===== config.mk =====
export PLATFORM = sky130hd
export DESIGN_NAME = conv_encoder_core
export DESIGN_NICKNAME = d
export VERILOG_FILES = /design/src/rtl/conv_encoder_core.sv
export SDC_FILE = /design/constraint.sdc
export NUM_CORES = 1
export LEC_CHECK = 0
export CORE_AREA = 2 2 125 127
export DETAILED_ROUTE_END_ITERATION = 10
export DIE_AREA = 0 0 127 129
export PLACE_DENSITY = 0.87
export SLEW_MARGIN = 20
export SYNTH_ARGS = -nofsm -noshare
export SYNTH_HDL_FRONTEND = slang
export SYNTH_SLANG_ARGS = --single-unit

===== constraint.sdc =====
create_clock -name clk_i -period 5.9 [get_ports clk_i]
set_clock_uncertainty 0.2 [all_clocks]
set_input_delay 1.18 -clock clk_i [delete_from_list [all_inputs] [get_ports clk_i]]
set_output_delay 1.18 -clock clk_i [all_outputs]
set_load 0.01 [all_outputs]

===== src/rtl/conv_encoder_core.sv =====
// Frame-based convolutional encoder: reads LSB-first info bits from a byte buffer and writes
// one 24-bit softbit word per trellis step. Optional softbit noise: define CONV_ENC_NOISE_EN.
module conv_encoder_core #(
    parameter int SRC_ADDR_W = 12,
    parameter int DST_ADDR_W = 12
) (
    input  logic                  clk_i,
    input  logic                  rst_sync_i,
    input  logic                  frame_start_i,
    input  logic [1:0]            register_num_i,
    input  logic [2:0]            valid_polynomials_i,
    input  logic                  tail_biting_en_i,
    input  logic [7:0]            polynomial1_i,
    input  logic [7:0]            polynomial2_i,
    input  logic [7:0]            polynomial3_i,
    input  logic [7:0]            polynomial4_i,
    input  logic [7:0]            polynomial5_i,
    input  logic [7:0]            polynomial6_i,
    input  logic [11:0]           infobit_length_i,
    input  logic [SRC_ADDR_W-1:0] src_start_addr_i,
    input  logic [DST_ADDR_W-1:0] dst_start_addr_i,
    output logic                  frame_done_o,
    output logic                  busy_o,
    output logic                  src_rd_o,
    output logic [SRC_ADDR_W-1:0] src_addr_o,
    input  logic [7:0]            src_rdata_i,
    output logic                  dst_wr_o,
    output logic [DST_ADDR_W-1:0] dst_addr_o,
    output logic [23:0]           dst_wdata_o
);

    localparam logic [2:0] S_IDLE     = 3'd0;
    localparam logic [2:0] S_PRELOAD  = 3'd1;
    localparam logic [2:0] S_PRE_WAIT = 3'd2;
    localparam logic [2:0] S_FETCH    = 3'd3;
    localparam logic [2:0] S_WAIT     = 3'd4;
    localparam logic [2:0] S_ENCODE   = 3'd5;
    localparam logic [2:0] S_TAIL     = 3'd6;
    localparam logic [2:0] S_DONE     = 3'd7;

    logic [2:0]            state_q, state_d;
    logic [2:0]            m_q, n_q;
    logic                  tb_q;
    logic [7:0]            poly_q [6];
    logic [11:0]           len_q;
    logic [SRC_ADDR_W-1:0] src_base_q;
    logic [DST_ADDR_W-1:0] dst_addr_q;
    logic [5:0]            hist_q;     // hist_q[k-1] holds sr[k]
    logic [11:0]           bit_idx_q;
    logic [2:0]            cnt_q;      // preload step / tail step
    logic [7:0]            byte_q;

    logic       start_ok;
    logic [2:0] m_in, n_in;
    logic [7:0] mask_in;
    logic [7:0] poly_in [6];

    assign start_ok = (state_q == S_IDLE) && frame_start_i;

    always_comb begin
        m_in       = 3'd6 - {1'b0, register_num_i};
        n_in       = (valid_polynomials_i >= 3'd4) ? 3'd6 : valid_polynomials_i + 3'd2;
        mask_in    = (8'd2 << m_in) - 8'd1;
        poly_in[0] = polynomial1_i;
        poly_in[1] = polynomial2_i;
        poly_in[2] = polynomial3_i;
        poly_in[3] = polynomial4_i;
        poly_in[4] = polynomial5_i;
        poly_in[5] = polynomial6_i;
    end

    logic [11:0] pre_idx;
    logic        pre_zero, pre_last, enc_last, cur_bit;
    logic [7:0]  sr;

    // Preload walks bits L-m..L-1; indices below zero shift in 0 without a read.
    assign pre_idx  = len_q - {9'd0, m_q} + {9'd0, cnt_q};
    assign pre_zero = ({1'b0, len_q} + {10'd0, cnt_q}) < {10'd0, m_q};
    assign pre_last = (cnt_q == m_q - 3'd1);
    assign enc_last = (bit_idx_q == len_q - 12'd1);
    assign cur_bit  = (state_q == S_ENCODE) ? byte_q[bit_idx_q[2:0]] : 1'b0;
    assign sr       = {1'b0, hist_q, cur_bit};

    // NOTE: every combinational output gets a default first so no latch is inferred.
    always_comb begin
        state_d = state_q;
        case (state_q)
            S_IDLE: begin
                if (frame_start_i) begin
                    if (infobit_length_i == 12'd0) state_d = S_FETCH;
                    else if (tail_biting_en_i)     state_d = S_PRELOAD;
                    else                           state_d = S_FETCH;
                end
            end
            S_PRELOAD: begin
                if (!pre_zero)     state_d = S_PRE_WAIT;
                else if (pre_last) state_d = S_FETCH;
            end
            S_PRE_WAIT: state_d = pre_last ? S_FETCH : S_PRELOAD;
            S_FETCH:    state_d = (len_q == 12'd0) ? S_DONE : S_WAIT;
            S_WAIT:     state_d = S_ENCODE;
            S_ENCODE: begin
                if (enc_last)                     state_d = tb_q ? S_DONE : S_TAIL;
                else if (bit_idx_q[2:0] == 3'd7)  state_d = S_FETCH;
            end
            S_TAIL:     if (cnt_q == m_q - 3'd1) state_d = S_DONE;
            S_DONE:     state_d = S_IDLE;
            default:    state_d = S_IDLE;
        endcase
    end

    // NOTE: sequential state uses non-blocking assignments so all registers update together.
    always_ff @(posedge clk_i) begin
        if (rst_sync_i) begin
            state_q    <= S_IDLE;
            m_q        <= '0;
            n_q        <= '0;
            tb_q       <= 1'b0;
            len_q      <= '0;
            src_base_q <= '0;
            dst_addr_q <= '0;
            hist_q     <= '0;
            bit_idx_q  <= '0;
            cnt_q      <= '0;
            byte_q     <= '0;
            for (int j = 0; j < 6; j++) poly_q[j] <= '0;
        end else begin
            state_q <= state_d;
            case (state_q)
                S_IDLE: begin
                    if (frame_start_i) begin
                        m_q        <= m_in;
                        n_q        <= n_in;
                        tb_q       <= tail_biting_en_i;
                        len_q      <= infobit_length_i;
                        src_base_q <= src_start_addr_i;
                        dst_addr_q <= dst_start_addr_i;
                        hist_q     <= '0;
                        bit_idx_q  <= '0;
                        cnt_q      <= '0;
                        for (int j = 0; j < 6; j++) poly_q[j] <= poly_in[j] & mask_in;
                    end
                end
                S_PRELOAD: begin
                    if (pre_zero) begin
                        hist_q <= {hist_q[4:0], 1'b0};
                        cnt_q  <= pre_last ? 3'd0 : cnt_q + 3'd1;
                    end
                end
                S_PRE_WAIT: begin
                    hist_q <= {hist_q[4:0], src_rdata_i[pre_idx[2:0]]};
                    cnt_q  <= pre_last ? 3'd0 : cnt_q + 3'd1;
                end
                S_WAIT: byte_q <= src_rdata_i;
                S_ENCODE: begin
                    hist_q     <= {hist_q[4:0], cur_bit};
                    bit_idx_q  <= bit_idx_q + 12'd1;
                    dst_addr_q <= dst_addr_q + 1'b1;
                end
                S_TAIL: begin
                    hist_q     <= {hist_q[4:0], 1'b0};
                    cnt_q      <= cnt_q + 3'd1;
                    dst_addr_q <= dst_addr_q + 1'b1;
                end
                default: ;
            endcase
        end
    end

`ifdef CONV_ENC_NOISE_EN
    logic [15:0] lfsr_q;
    logic        lfsr_fb;

    // Fibonacci form of x^16+x^14+x^13+x^11+1
    assign lfsr_fb = lfsr_q[0] ^ lfsr_q[2] ^ lfsr_q[3] ^ lfsr_q[5];

    always_ff @(posedge clk_i) begin
        if (rst_sync_i)    lfsr_q <= 16'hACE1;
        else if (start_ok) lfsr_q <= 16'hACE1;
        else if (dst_wr_o) lfsr_q <= {lfsr_fb, lfsr_q[15:1]};
    end
`endif

    logic [23:0] word;

    always_comb begin
        word = '0;
        for (int j = 0; j < 6; j++) begin
            if (3'(j) < n_q) begin
`ifdef CONV_ENC_NOISE_EN
                word[4*j +: 4] = (^(poly_q[j] & sr)) ? 4'd9 + {2'b00, lfsr_q[2*j +: 2]}
                                                     : 4'd7 - {2'b00, lfsr_q[2*j +: 2]};
`else
                word[4*j +: 4] = (^(poly_q[j] & sr)) ? 4'h9 : 4'h7;
`endif
            end
        end
    end

    assign busy_o       = (state_q != S_IDLE) && (state_q != S_DONE);
    assign frame_done_o = (state_q == S_DONE);
    assign src_rd_o     = ((state_q == S_PRELOAD) && !pre_zero) ||
                          ((state_q == S_FETCH) && (len_q != 12'd0));
    assign dst_wr_o     = (state_q == S_ENCODE) || (state_q == S_TAIL);
    assign dst_addr_o   = dst_addr_q;
    assign dst_wdata_o  = dst_wr_o ? word : 24'd0;

    always_comb begin
        src_addr_o = '0;
        if (src_rd_o) begin
            if (state_q == S_PRELOAD) src_addr_o = src_base_q + SRC_ADDR_W'(pre_idx >> 3);
            else                      src_addr_o = src_base_q + SRC_ADDR_W'(bit_idx_q >> 3);
        end
    end

endmodule

* Word-level counts from Yosys, hierarchy flattened *
Memories as Yosys holds them, arrays and structs flattened.
Cells that the tools add are included.

storage, ports and cells
  register bits after elaboration = 75
  latch bits = 0
  memory bits (writable) = 48
  ROM bits = 0
  bits of input ports = 101
  logic and storage cells = 154
  memories = 1

memories
  memory  words  bits a word  read ports  clocked after memory_dff  wr ports  line  text
  poly_q  6      8            6           0                         6         44    logic [7:0] poly_q [6];

operators by class
  add/subtract/negate cells = 13
  multipliers = 0
  div/mod/pow operators = 0
  $lt $le $gt $ge = 10
  equal/unequal tests = 16
  shifts and indexed selects = 1
  multiplexer cells = 56
  bitwise operators = 18
  reduce and logical (&&, ||, !) cells = 28

operator list
  kind                                                                  count
  8-bit by 7-bit bitwise AND with 8-bit output                          6
  8-bit bitwise AND                                                     6
  12-bit 2-to-1 mux                                                     4
  4-bit 2-to-1 mux                                                      12
  8-bit 2-to-1 mux                                                      6
  12-bit one-hot mux with 2 select lines                                2
  8-bit parity                                                          6
  3-bit 2-to-1 mux                                                      10
  6-bit one-hot mux with 5 select lines                                 1
  12-bit by 1-bit adder with 12-bit output, second input constant       2
  12-bit by 9-bit adder with 12-bit output                              2
  12-bit logical NOT                                                    2
  24-bit 2-to-1 mux                                                     1
  3-bit one-hot mux with 8 select lines                                 1
  3-bit equality test, second input constant                            5
  12-bit by 3-bit adder with 13-bit output                              1
  13-bit by 3-bit < comparator with 1-bit output                        1
  12-bit by 3-bit adder with 12-bit output                              1
  12-bit equality test                                                  1
  6-bit 2-to-1 mux                                                      2
  3-bit one-hot mux with 4 select lines                                 1
  12-bit nonzero test                                                   1
  12-bit by 1-bit subtractor with 12-bit output, second input constant  1
  12-bit by 3-bit subtractor with 12-bit output                         1
  33 further kinds                                                      66

* Longest topological paths before layout *
Gate-level depths: netlist of run 1.

  depth after elaboration = 8
  mapped depth = 21

* Worst setup path after synthesis of run 1 *
OpenSTA, ideal clock, no wires.

  kind = reg-to-output
  start = register len_q[1]
  end = output src_addr_o[10]
  arrival = 3.838 ns
  path slack = 0.682 ns
  cell stages (with the launch flop) = 19
  buffers on the path = 0
  cells stage by stage = dfxtp_1 inv_1 fa_1 inv_1 ha_1 a21o_1 a21oi_1 o21ai_0 a21oi_1 xnor2_1 o21ai_0 ha_1 a21oi_1 o21bai_1 a211oi_1 o21ai_0 a21oi_1 or3_1 a21oi_1

on the way
  longest elaborated chain between the ends = 6

RTL lines
  item                                                                                                   line  text
  from (decl)                                                                                            45    logic [11:0] len_q;
  from (signal assigned)                                                                                 135   len_q <= infobit_length_i;
  parallel branches: the longest is 5 deep, another holds 12-bit by 3-bit subtractor with 12-bit output  --
  12-bit 2-to-1 mux (*)                                                                                  210   if (src_rd_o) begin
  to (decl)                                                                                              25    output logic [SRC_ADDR_W-1:0] src_addr_o,

Mark *: on every way between the ends.

* Worst setup path after layout of run 1 *
  start = register m_q[1]
  end = output src_addr_o[10]

on the way
  longest elaborated chain between the ends = 5

RTL lines
  item                                                                                                             line      text
  from (decl)                                                                                                      42        logic [2:0] m_q, n_q;
  from (signal assigned)                                                                                           132       m_q <= m_in;
  12-bit by 3-bit subtractor with 12-bit output or 13-bit by 3-bit < comparator with 1-bit output (tied branches)  77, 78
  12-bit by 3-bit adder with 12-bit output or 1-bit logical NOT (tied branches)                                    77, 202
  12-bit by 9-bit adder with 12-bit output or 1-bit logical AND (tied branches)                                    211, 202
  12-bit 2-to-1 mux or 1-bit logical OR (tied branches)                                                            211, 202
  12-bit 2-to-1 mux (*)                                                                                            210

Mark *: on every way between the ends. The rest lies on a longest branch, timed or not.

==> impl_results.md, run 1 <==
- Status: complete, no violations
- # diodes: 0
- Clock network fraction of total power: 0.255
- Die ar.: 16380 um^2
- Fraction of layout instances using a drive strength above 1: 0.08659
- Pleak: a little over 4 nW
- Worst Path Arrival: 4.30 ns
- GPL Wtd Cong: 0.9696
- Max frequency: 0.1761 GHz
- Worst-Margin Slew: between 0.7 and 0.8 ns
- Gate Count Post-Synth: around 920
- Final min period: 5.679 ns
- Worst setup margin: 0.2208 ns
- Via Count: 6996
- Routing usage on met3: 0.04906
- Remaining antenna violation count after routing: 0
- Area of the core: 14980 um^2
- Relative slew slack: 0.4663
- Row Count: 45
- Met2 Use GR: 0.4288
- Area growth, synth to finish: 29.83%
- Slew Limit Fails: 0
- Total GRT Usage: 0.2484
- First-pass GRT wire length: 32.44 mm
- Worst slack at placement: roughly 0.080 ns
- Number of enable flip-flop cells after synthesis: between 40 and 50
- Setup-violating endpoint count in the final report: 0
- Synth area leader: dfxtp_1
- Period utilization: 0.9626
- Die Ht: 129 um
- Post-DP HPWL: around 15 mm
- Port buffer count: between 100 and 150
- Initial antenna violation count: 0
- VDD IR max: 0.2501 mV
- Total routed wirelength: 20.13 mm
- TritonRoute pass-1 iters: 5
- Fin nets: between 1000 and 1500
- Synth top area share: 0.1930
- Synthesized flop and latch total: 117
- Clk_lat worst skew: approximately 0.42 ns
- Simple-Gate Fraction of Synth Area: 0.2344
- Synth warnings: 0
- Register area share after synthesis: 0.3550
- Complex-gate fraction of the synthesized area: 0.1360
- Chip width: between 100 and 150 um
- Fillers: ~1200
- DRC Markers: 0
- H-tree levels: 4
- Ys async rst share: 0
- Routed WL per cell: 15.95 um
- Clk sink count: 117
- Synth cell types: 72
- Post-Synth Adder-Cell Area: 0.1061
- Post-synthesis mux area share: 0.02991
- GRT overflow: 0
- # IOs: ~150
- Clock transition at the registers of the reported paths: 0.05 ns
- Seq pwr share: 0.283
- Post-synth top cells: nand2_1, nor2_1, dfxtp_1
- Max Cap Viol: 0
- Vias per inst: roughly 5.5
- Synth area leaders: dfxtp_1, edfxtp_1, ha_1, nand2_1, xor2_1
- Tot Pwr: 4.019 mW
- Synth Flop Type: dfxtp_1
- CP max FO: 3
- Synth Cell Area: approximately 7800 um^2
- Synthesized area per cell: between 8 and 9 um^2
- Hold Crit Class: reg2reg
- Power per cell area: slightly below 400 nW/um^2
- Met1 usage: 0.3086
- Net Count, Synth: approximately 1100
- Vias in the first global route: between 6000 and 7000
- Net Sw Power: approximately 1.5 mW
- Root Driver: clkbuf_16
- CP Launch Type: register
- Synth Area in XOR/XNOR: 0.08892
- Most frequent cell after synthesis: nand2_1
- Hold Fails Final Rpt: 0
- CP Class: reg2out
- Data required, critical path: roughly 4.5 ns
- Combinational Power Share: 0.462
- Largest family of logic cells by synthesized area: simple AND/OR/NAND/NOR gates
- Num CTS Buffers: 17
- CTS tree: done
- Longest Clk Path Bufs: 2
- Largest net degree at the start of global routing: 66
- Top Usage Layer GRT: met2
- Initial Util: 0.5195
- Post-CTS Hold Fix Bufs: 0
- Iter 0 DRT Violations: 546
- Switching Fraction: 0.3768
- CP Capture Type: primary output
- Pint: 2.505 mW
power groups by stage:
stage	registers, mW	clock network (mW)	logic [mW]
2_1_floorplan	1.13	0	1.22
3_3_place_gp	1.14	0	1.71
3_5_place_dp	1.15	0	1.75
4_1_cts	1.13	1.03	1.82
5_1_grt	1.15	1.07	2.05
6_report	1.14	1.02	1.86
cells in the final DEF (no fill, tap or decap), drive strengths merged, types with 16 or more instances in the layout:
| master | count |
|---|---|
| nand2 | 145 |
| clkdlybuf4s50 | 139 |
| nor2 | 77 |
| dfxtp | 75 |
| a21oi | 62 |
| ha | 58 |
| inv | 47 |
| edfxtp | 42 |
| xor2 | 40 |
| xnor2 | 39 |
| o21ai | 38 |
| and2 | 37 |
| and3 | 27 |
| clkbuf | 27 |
| nand3 | 25 |
| buf | 25 |
| nor3 | 16 |
per-layer routing:
metal | up-vias | part of all wire
met1 | 3283 | 0.44
met2 | 228 | 0.48
met4 | 0 | 0.017
met3 | 33 | 0.061
li1 | 3452 | -
met5 | - | 0
cell families (layout without fill, tap and decap cells):
family	Yosys count	count (layout)
AOI/OAI and AO/OA	167	167
xor gates and xnor gates	79	79
adders and majority gates	63	63
buffers and inverters	92	250
DFF	117	117
muxes	18	18
and+or+nand+nor	380	380
area by class of cell:
type                            instances  area [um^2]  area share
Timing Repair Buffer                  170         1629      0.1613
Clock buffer                           24        491.7     0.04867
Multi-Input combinational cell        707         4700      0.4652
Inverter                               48        182.7     0.01808
Clock inverter                          8        100.1    0.009908
Tap cell                              188        235.2     0.02328
Sequential cell                       117         2764      0.2736
per-stage QoR:
| step | util | cell area, um^2 | instances | hold slack, ns | TNS [ns] |
|---|---|---|---|---|---|
| after CTS | 0.6720 | 10060 | 1261 | 0.2651 | 0 |
| after global routing | 0.6745 | 10100 | 1262 | 0.2927 | -0.02345 |
| final | 0.6745 | 10100 | 1262 | 0.2649 | 0 |
| after global placement | 0.6296 | 9429 | 1227 | 0.2393 | 0 |
| after detailed placement | 0.6296 | 9429 | 1227 | 0.2552 | 0 |
| after floorplan | - | 7781 | 916 | 0.2312 | 0 |
worst paths after layout:
path                  from              to  slack [ns]  cells past startpoint
hold / removal        tb_q            tb_q        0.26                      2
setup / recovery    m_q[1]  src_addr_o[10]        0.22                     18
hold reg to reg       tb_q            tb_q        0.26                      2
setup reg to reg  len_q[0]       hist_q[1]        2.48                     10
timing repair:
item                                    4_1_cts  5_1_grt
pin swaps                                     8        8
hold endpoints to repair                      0        0
gates resized for setup                      17       20
setup buffers                                 2        1
endpoints found under the setup margin        6        7
worst max-delay path, cell delays in order, from the launching register on:
cell	delay, ns
dfxtp_1	0.35
fa_1	0.61
inv_1	0.06
ha_1	0.29
a21o_1	0.17
a21oi_2	0.22
o21ai_0	0.13
a21oi_1	0.19
xnor2_1	0.14
o21ai_1	0.10
ha_1	0.36
a21oi_1	0.09
o21bai_2	0.16
a211oi_2	0.09
o21ai_1	0.19
a21oi_1	0.11
or3_1	0.31
a21oi_1	0.15
clkbuf_2	0.15
flip-flops by register name, indices dropped and copies added, names as in the netlist, 3 cells and up:
name	flops
cnt_q	3
hist_q	6
m_q	3
dst_addr_o	12
len_q	12
byte_q	8
state_q	3
poly_q	42
bit_idx_q	12
src_base_q	12
n_q	3
Note: power is estimated with default switching activity, not from simulation.
==> run 2, diff against run 1 <==
--- a/config.mk
+++ b/config.mk
@@ -5,9 +5,9 @@
 export SDC_FILE = /design/constraint.sdc
 export NUM_CORES = 1
 export LEC_CHECK = 0
-export CORE_AREA = 2 2 125 127
+export CORE_AREA = 2 2 119 133
 export DETAILED_ROUTE_END_ITERATION = 10
-export DIE_AREA = 0 0 127 129
+export DIE_AREA = 0 0 121 135
 export PLACE_DENSITY = 0.87
 export SLEW_MARGIN = 20
 export SYNTH_ARGS = -nofsm -noshare
==> run 2 against run 1 <==
- first-iteration DRC count is 7.0% higher
- via count is 2.8% higher
- sequential share of layout area is 0.17 points lower
- highest routed layer unchanged
==> impl_results.md, run 2 (synthesis results as in run 1) <==
- Worst reg2reg path depth: 10 (unchanged)
- Data required, critical path: 4.52 ns (about the same)
- Post-CTS Hold Fix Bufs: 0 (unchanged)
- CP Capture Point: src_addr_o[11] (was src_addr_o[10])
- Num CTS Buffers: 17 (unchanged)
- Total GRT Usage: 0.2574 (was 0.2484)
- First-pass GRT wire length: 33.38 mm (was 32.44 mm)
- Fin nets: 1230 (was 1225)
- Relative slew slack: 0.4795 (was 0.4663)
- Clk_lat worst skew: 0.43 ns (was 0.42 ns)
- FF-to-FF setup slack: 2.46 ns (was 2.48 ns)
- Reg2reg start: len_q[0] (unchanged)
- Met1 usage: 0.3034 (was 0.3086)
- CTS tree: done (unchanged)
- Iter 0 DRT Violations: 584 (was 546)
- Status: complete, no violations (unchanged)
- Initial antenna violation count: 0 (unchanged)
- Worst-Margin Slew: 0.7756 ns (was 0.7956 ns)
- Row Count: 47 (was 45)
- Setup-violating endpoint count in the final report: 0 (unchanged)
- Largest net degree at the start of global routing: 66 (unchanged)
- Period utilization: 0.9981 (was 0.9626)
- RSZ-0062 raised after global routing: true
- Via Count: 7194 (was 6996)
- Min Hold Slack: 0.2613 ns (was 0.2649 ns)
- Met2 Use GR: 0.4432 (was 0.4288)
- Placed cell areas: 9439 um^2 (was 9429 um^2)
- Longest Clk Path Bufs: 2 (unchanged)
- Top reg by flops: poly_q (unchanged)
- Chip width: 121 um (was 127 um)
- Slew Limit Fails: 0 (unchanged)
- Hold Fails Final Rpt: 0 (unchanged)
- Commonest non-fill, non-tap cell in the layout: nand2_1 (unchanged)
- Total routed wirelength: 20.89 mm (was 20.13 mm)
- # IOs: 153 (unchanged)
- Final min period: 5.889 ns (was 5.679 ns)
- Root Driver: clkbuf_16 (unchanged)
- Fillers: 1124 (was 1169)
- Commonest cells after routing, fill and taps aside: nand2_1, clkdlybuf4s50_1, nor2_1 (unchanged)
- Max FFs per register: 42 (unchanged)
- Final core occ: 0.6835 (was 0.6745)
- Worst Path Arrival: 4.51 ns (was 4.30 ns)
- Vias in the first global route: 7013 (was 6958)
- Tot Pwr: 4.041 mW (was 4.019 mW)
- Die Ht: 135 um (was 129 um)
- # diodes: 0 (unchanged)
- Area growth, synth to finish: 30.68% (was 29.83%)
- Fraction of layout instances using a drive strength above 1: 0.09824 (was 0.08659)
- Pleak: 4.165 nW (was 4.133 nW)
- Worst R2R End: hist_q[2] (was hist_q[1])
- Hold Crit Class: reg2reg (unchanged)
- Initial Util: 0.5230 (was 0.5195)
- Clock transition at the registers of the reported paths: 0.06 ns (was 0.05 ns)
- CP max FO: 3 (unchanged)
- Routing usage on met3: 0.05110 (was 0.04906)
- Remaining antenna violation count after routing: 0 (unchanged)
- Post-DP HPWL: 15.14 mm (was 14.74 mm)
- GPL Wtd Cong: 0.9570 (was 0.9696)
- GRT overflow: 0 (unchanged)
- CP Capture Type: primary output (unchanged)
- Area of the core: 14880 um^2 (was 14980 um^2)
- CP startpoint: len_q[2] (was m_q[1])
- Max Cap Viol: 0 (unchanged)
- Clk sink count: 117 (unchanged)
- Post-route cell area: 10170 um^2 (was 10100 um^2)
- Top Usage Layer GRT: met2 (unchanged)
- DRC Markers: 0 (unchanged)
- Port buffer count: 146 (unchanged)
- H-tree levels: 4 (unchanged)
- CP Class: reg2out (unchanged)
- Vias per inst: 5.642 (was 5.544)
- VDD IR max: 0.2274 mV (was 0.2501 mV)
- Power per cell area: 397.4 nW/um^2 (was 397.8 nW/um^2)
- TritonRoute pass-1 iters: 5 (unchanged)
- Routed WL per cell: 16.39 um (was 15.95 um)
- CP Launch Type: register (unchanged)
- Max frequency: 0.1698 GHz (was 0.1761 GHz)
- Die ar.: 16340 um^2 (was 16380 um^2)
## run 2: changes by cell type in the layout (fill, tap and decap cells not counted), moves of 2 or more
cell        previous run  this run
inv_6                  0         6
buf_4                 24        29
clkbuf_8               4         0
clkinv_4               0         4
clkinvlp_4             4         1
o21ai_0               25        22
clkbuf_1               3         1
o21ai_1               10        12
## run 2: worst max-delay path, stage by stage (launching register included)
cell and delay (ns):
dfxtp_2 0.34, inv_2 0.06, fa_1 0.50, inv_1 0.04
ha_1 0.29, nor2b_1 0.14, o21ai_2 0.19, a21oi_2 0.09
o21ai_2 0.19, a221oi_2 0.10, or3_1 0.38, a31oi_2 0.25
ha_4 0.24, o21a_1 0.20, nor2_2 0.14, nor2_2 0.06
a31oi_2 0.21, buf_4 0.13, buf_4 0.09, o21ai_2 0.06
xnor2_1 0.12, nor2_1 0.08, buf_2 0.16
## run 2: through the flow
stage	setup WS, ns	std cells	TNS [ns]
floorplan	0.6823	916	0
global placement	0.1696	1235	0
detailed placement	0.1071	1235	0
CTS	0.006382	1271	0
global route	-0.2034	1275	-0.6009
finish	0.01117	1275	0
## run 2: what timing repair did
action / in CTS / in global routing
pin swaps: 6 / 20
setup endpoints to repair: 6 / 7
gates resized for setup: 16 / 35
cloned: 0 / 0
setup buffers: 4 / 4
## run 2: worst min path at each step
stage,start,to,slack [ns],cells past startpoint
final,src_base_q[0],src_base_q[0],0.26,2
after global routing,src_base_q[3],src_base_q[3],0.28,2
after CTS,src_base_q[0],src_base_q[0],0.26,2
after detailed placement,src_base_q[0],src_base_q[0],0.26,2
after global placement,src_base_q[2],src_base_q[2],0.25,2
after floorplan,tb_q,tb_q,0.23,2
## run 2: routing by layer
layer	wire length, um	share of wire
met5	0	0
met4	831	0.040
met3	1353	0.065
met2	10410	0.50
met1	8291	0.40
## run 2: layout make-up
type | instances | area, um^2 | share of cell area
multi-input cells | 707 | 4738 | 0.4660
flip-flops and latches | 117 | 2765 | 0.2719
repair buffers | 175 | 1667 | 0.1639
clock buffers | 18 | 429.2 | 0.04221
well taps | 196 | 245.2 | 0.02412
inverters | 48 | 182.7 | 0.01796
clock inverters | 14 | 141.4 | 0.01390
## run 2: where the power goes
part	switching, mW	internal [mW]
logic	1.06	0.834
registers	0.131	1.02
clock network	0.409	0.590
==> run 3, diff against run 2 <==
--- a/config.mk
+++ b/config.mk
@@ -5,10 +5,11 @@
 export SDC_FILE = /design/constraint.sdc
 export NUM_CORES = 1
 export LEC_CHECK = 0
-export CORE_AREA = 2 2 119 133
+export CORE_AREA = 2 2 125 139
 export DETAILED_ROUTE_END_ITERATION = 10
-export DIE_AREA = 0 0 121 135
-export PLACE_DENSITY = 0.87
+export DIE_AREA = 0 0 127 141
+export PLACE_DENSITY = 0.84
+export SETUP_SLACK_MARGIN = 0.3
 export SLEW_MARGIN = 20
 export SYNTH_ARGS = -nofsm -noshare
 export SYNTH_HDL_FRONTEND = slang
==> constraint.sdc (replaced) <==
create_clock -name clk_i -period 4.95 [get_ports clk_i]
set_clock_uncertainty 0.2 [all_clocks]
set_input_delay 0.99 -clock clk_i [delete_from_list [all_inputs] [get_ports clk_i]]
set_output_delay 0.99 -clock clk_i [all_outputs]
set_load 0.01 [all_outputs]
==> run 3 against run 2 <==
- the run now ends with negative setup slack left
- first-iteration DRC count down 15%
- global-route usage down 1.6 points
- worst hold slack worse by 0.0060 ns
- routed wire length up 4.7%
- clock power up 21%
- total power up 33%
- combinational power up 48%
- register-to-register slack worse by 2.0 ns
- final cell count up 5.4%
- sequential power up 17%
- sequential share of layout area down 1.4 points
- critical path type unchanged
==> impl_results.md, run 3 (synthesis results as in run 1) <==
- Status: complete, but fails checks (was complete, no violations)
- Failing checks: negative setup slack
- Power per cell area: 497.3 nW/um^2 (was 397.4 nW/um^2)
- Worst R2R End: hist_q[3] (was hist_q[2])
- Commonest cells after routing, fill and taps aside: nand2_1, clkdlybuf4s50_1, buf_4 (was nand2_1, clkdlybuf4s50_1, nor2_1)
- CP max FO: 3 (unchanged)
- Longest Clk Path Bufs: 2 (unchanged)
- CP Capture Point: src_addr_o[10] (was src_addr_o[11])
- Commonest non-fill, non-tap cell in the layout: nand2_1 (unchanged)
- Via Count: 7358 (was 7194)
- H-tree levels: 4 (unchanged)
- Slew Limit Fails: 0 (unchanged)
- DRC Markers: 0 (unchanged)
- RSZ-0062 raised after global routing: true (unchanged)
- Max frequency: 0.1848 GHz
- Setup-violating endpoint count in the final report: 9 (was 0)
- First-pass GRT wire length: 34.66 mm (was 33.38 mm)
- # IOs: 153 (unchanged)
- GRT overflow: 0 (unchanged)
- VDD IR max: 0.3600 mV (was 0.2274 mV)
- Worst setup margin: -0.4613 ns (was 0.01117 ns)
- CTS tree: done (unchanged)
- Setup TNS: -2.543 ns (was 0 ns)
- CP startpoint: len_q[1] (was len_q[2])
- Die Ht: 141 um (was 135 um)
- Final core occ: 0.6474 (was 0.6835)
- Max Cap Viol: 0 (unchanged)
- Num CTS Buffers: 17 (unchanged)
- Total GRT Usage: 0.2411 (was 0.2574)
- Initial antenna violation count: 0 (unchanged)
- Placed cell areas: 9778 um^2 (was 9439 um^2)
- Relative slew slack: 0.4962 (was 0.4795)
- Top reg by flops: poly_q (unchanged)
- Clk sink count: 117 (unchanged)
- TritonRoute pass-1 iters: 5 (unchanged)
- Max FFs per register: 42 (unchanged)
- Area of the core: 16640 um^2 (was 14880 um^2)
- Period utilization: 1.093
- Hold Crit Class: reg2reg (unchanged)
- Placed Instances: 1284 (was 1235)
- Die ar.: 17910 um^2 (was 16340 um^2)
- Root Driver: clkbuf_16 (unchanged)
- Min Hold Slack: 0.2553 ns (was 0.2613 ns)
- Chip width: 127 um (was 121 um)
- Clock transition at the registers of the reported paths: 0.06 ns (about the same)
- Hold Fails Final Rpt: 0 (unchanged)
- Area growth, synth to finish: 38.45% (was 30.68%)
- Worst-Margin Slew: 0.7557 ns (was 0.7756 ns)
- Post-DP HPWL: 15.52 mm (was 15.14 mm)
- Pleak: 4.465 nW (was 4.165 nW)
- Final Non-Filler Cells: 1344 (was 1275)
- Remaining antenna violation count after routing: 0 (unchanged)
- Reg2reg start: len_q[0] (unchanged)
- Vias per inst: 5.475 (was 5.642)
- FF-to-FF setup slack: 0.50 ns (was 2.46 ns)
- CP Capture Type: primary output (unchanged)
- Fraction of layout instances using a drive strength above 1: 0.1761 (was 0.09824)
- Post-CTS Hold Fix Bufs: 0 (unchanged)
- Initial Util: 0.4676 (was 0.5230)
- Vias in the first global route: 7314 (was 7013)
- Routed WL per cell: 16.28 um (was 16.39 um)
- Post-route cell area: 10770 um^2 (was 10170 um^2)
- CP Class: reg2out (unchanged)
- Worst reg2reg path depth: 23 (was 10)
- Largest net degree at the start of global routing: 65 (was 66)
- # diodes: 0 (unchanged)
- CP Launch Type: register (unchanged)
- Fillers: 1275 (was 1124)
- Fin nets: 1287 (was 1230)
- Port buffer count: 146 (unchanged)
- Final min period: approximately 5.4 ns
- Iter 0 DRT Violations: 499 (was 584)
- Data required, critical path: 3.76 ns (was 4.52 ns)
- Row Count: 50 (was 47)
- GPL Wtd Cong: 0.8827 (was 0.9570)
- Total routed wirelength: 21.87 mm (was 20.89 mm)
- Worst Path Arrival: 4.22 ns (was 4.51 ns)
- Clk_lat worst skew: 0.42 ns (was 0.43 ns)
==> run 3: cell count changes in the layout (fill, tap and decap cells not counted), sizes merged <==
cell	delta
buf	+66
clkdlybuf4s50	-6
inv	-4
dlymetal6s2s	-2
bufinv	+1
clkdlybuf4s15	-1
clkinv	+1
clkinvlp	+1
dlygate4sd2	+1
==> run 3: power breakdown <==
group          internal, mW  switching, mW  total [mW]  leakage (nW)
combinational          1.35           1.45        2.80          3.12
sequential             1.22          0.124        1.34          1.07
clock                 0.747          0.466        1.21         0.279
==> run 3: area by class of cell <==
type,instances,area (um^2),share of cell area
multi-input cells,707,4891,0.4540
flip-flops and latches,117,2779,0.2580
repair buffers,232,2074,0.1926
clock buffers,19,432.9,0.04019
well taps,208,260.3,0.02416
inverters,48,185.2,0.01719
clock inverters,13,150.1,0.01394
==> run 3: stage by stage <==
stage | worst slack, ns | total power, mW
3_3_place_gp | -0.4776 | 3.600
4_1_cts | -0.4201 | 5.177
5_1_grt | -0.6134 | 5.672
6_report | -0.4613 | 5.357
3_5_place_dp | -0.5261 | 3.663
2_1_floorplan | 0.2733 | 2.834
==> run 3: layer usage <==
layer,vias up,track usage,part of all wire
li1,3578,-,-
met1,3472,0.2708,0.39
met2,259,0.4448,0.52
met3,49,0.05275,0.059
met4,0,0.08965,0.026
met5,-,0,0
==> run 3: critical path, stage by stage (launching register included) <==
cell and delay [ns]:
dfxtp_4 0.36, inv_4 0.04, fa_1 0.54, inv_1 0.06, ha_1 0.28, a21o_1 0.19
a21oi_4 0.18, o21ai_1 0.08, a21oi_1 0.16, xnor2_1 0.14, o21ai_1 0.11, ha_1 0.40
a21oi_2 0.08, o21bai_1 0.23, a211oi_2 0.12, o21ai_2 0.18, a21oi_2 0.08, or3_1 0.32
a21oi_2 0.11, buf_2 0.13
==> run 3: repair_timing <==
action / CTS / global route
resized for setup: 83 / 26
pin swaps: 27 / 17
setup buffers: 23 / 5
setup endpoints to repair: 13 / 19
==> run 3: worst min path at each step <==
| stage | end | startpoint | depth (start not counted) | slack, ns |
|---|---|---|---|---|
| after floorplan | tb_q | tb_q | 2 | 0.23 |
| final | tb_q | tb_q | 2 | 0.26 |
| after global placement | tb_q | tb_q | 2 | 0.24 |
| after global routing | tb_q | tb_q | 2 | 0.27 |
| after CTS | tb_q | tb_q | 2 | 0.25 |
| after detailed placement | tb_q | tb_q | 2 | 0.24 |
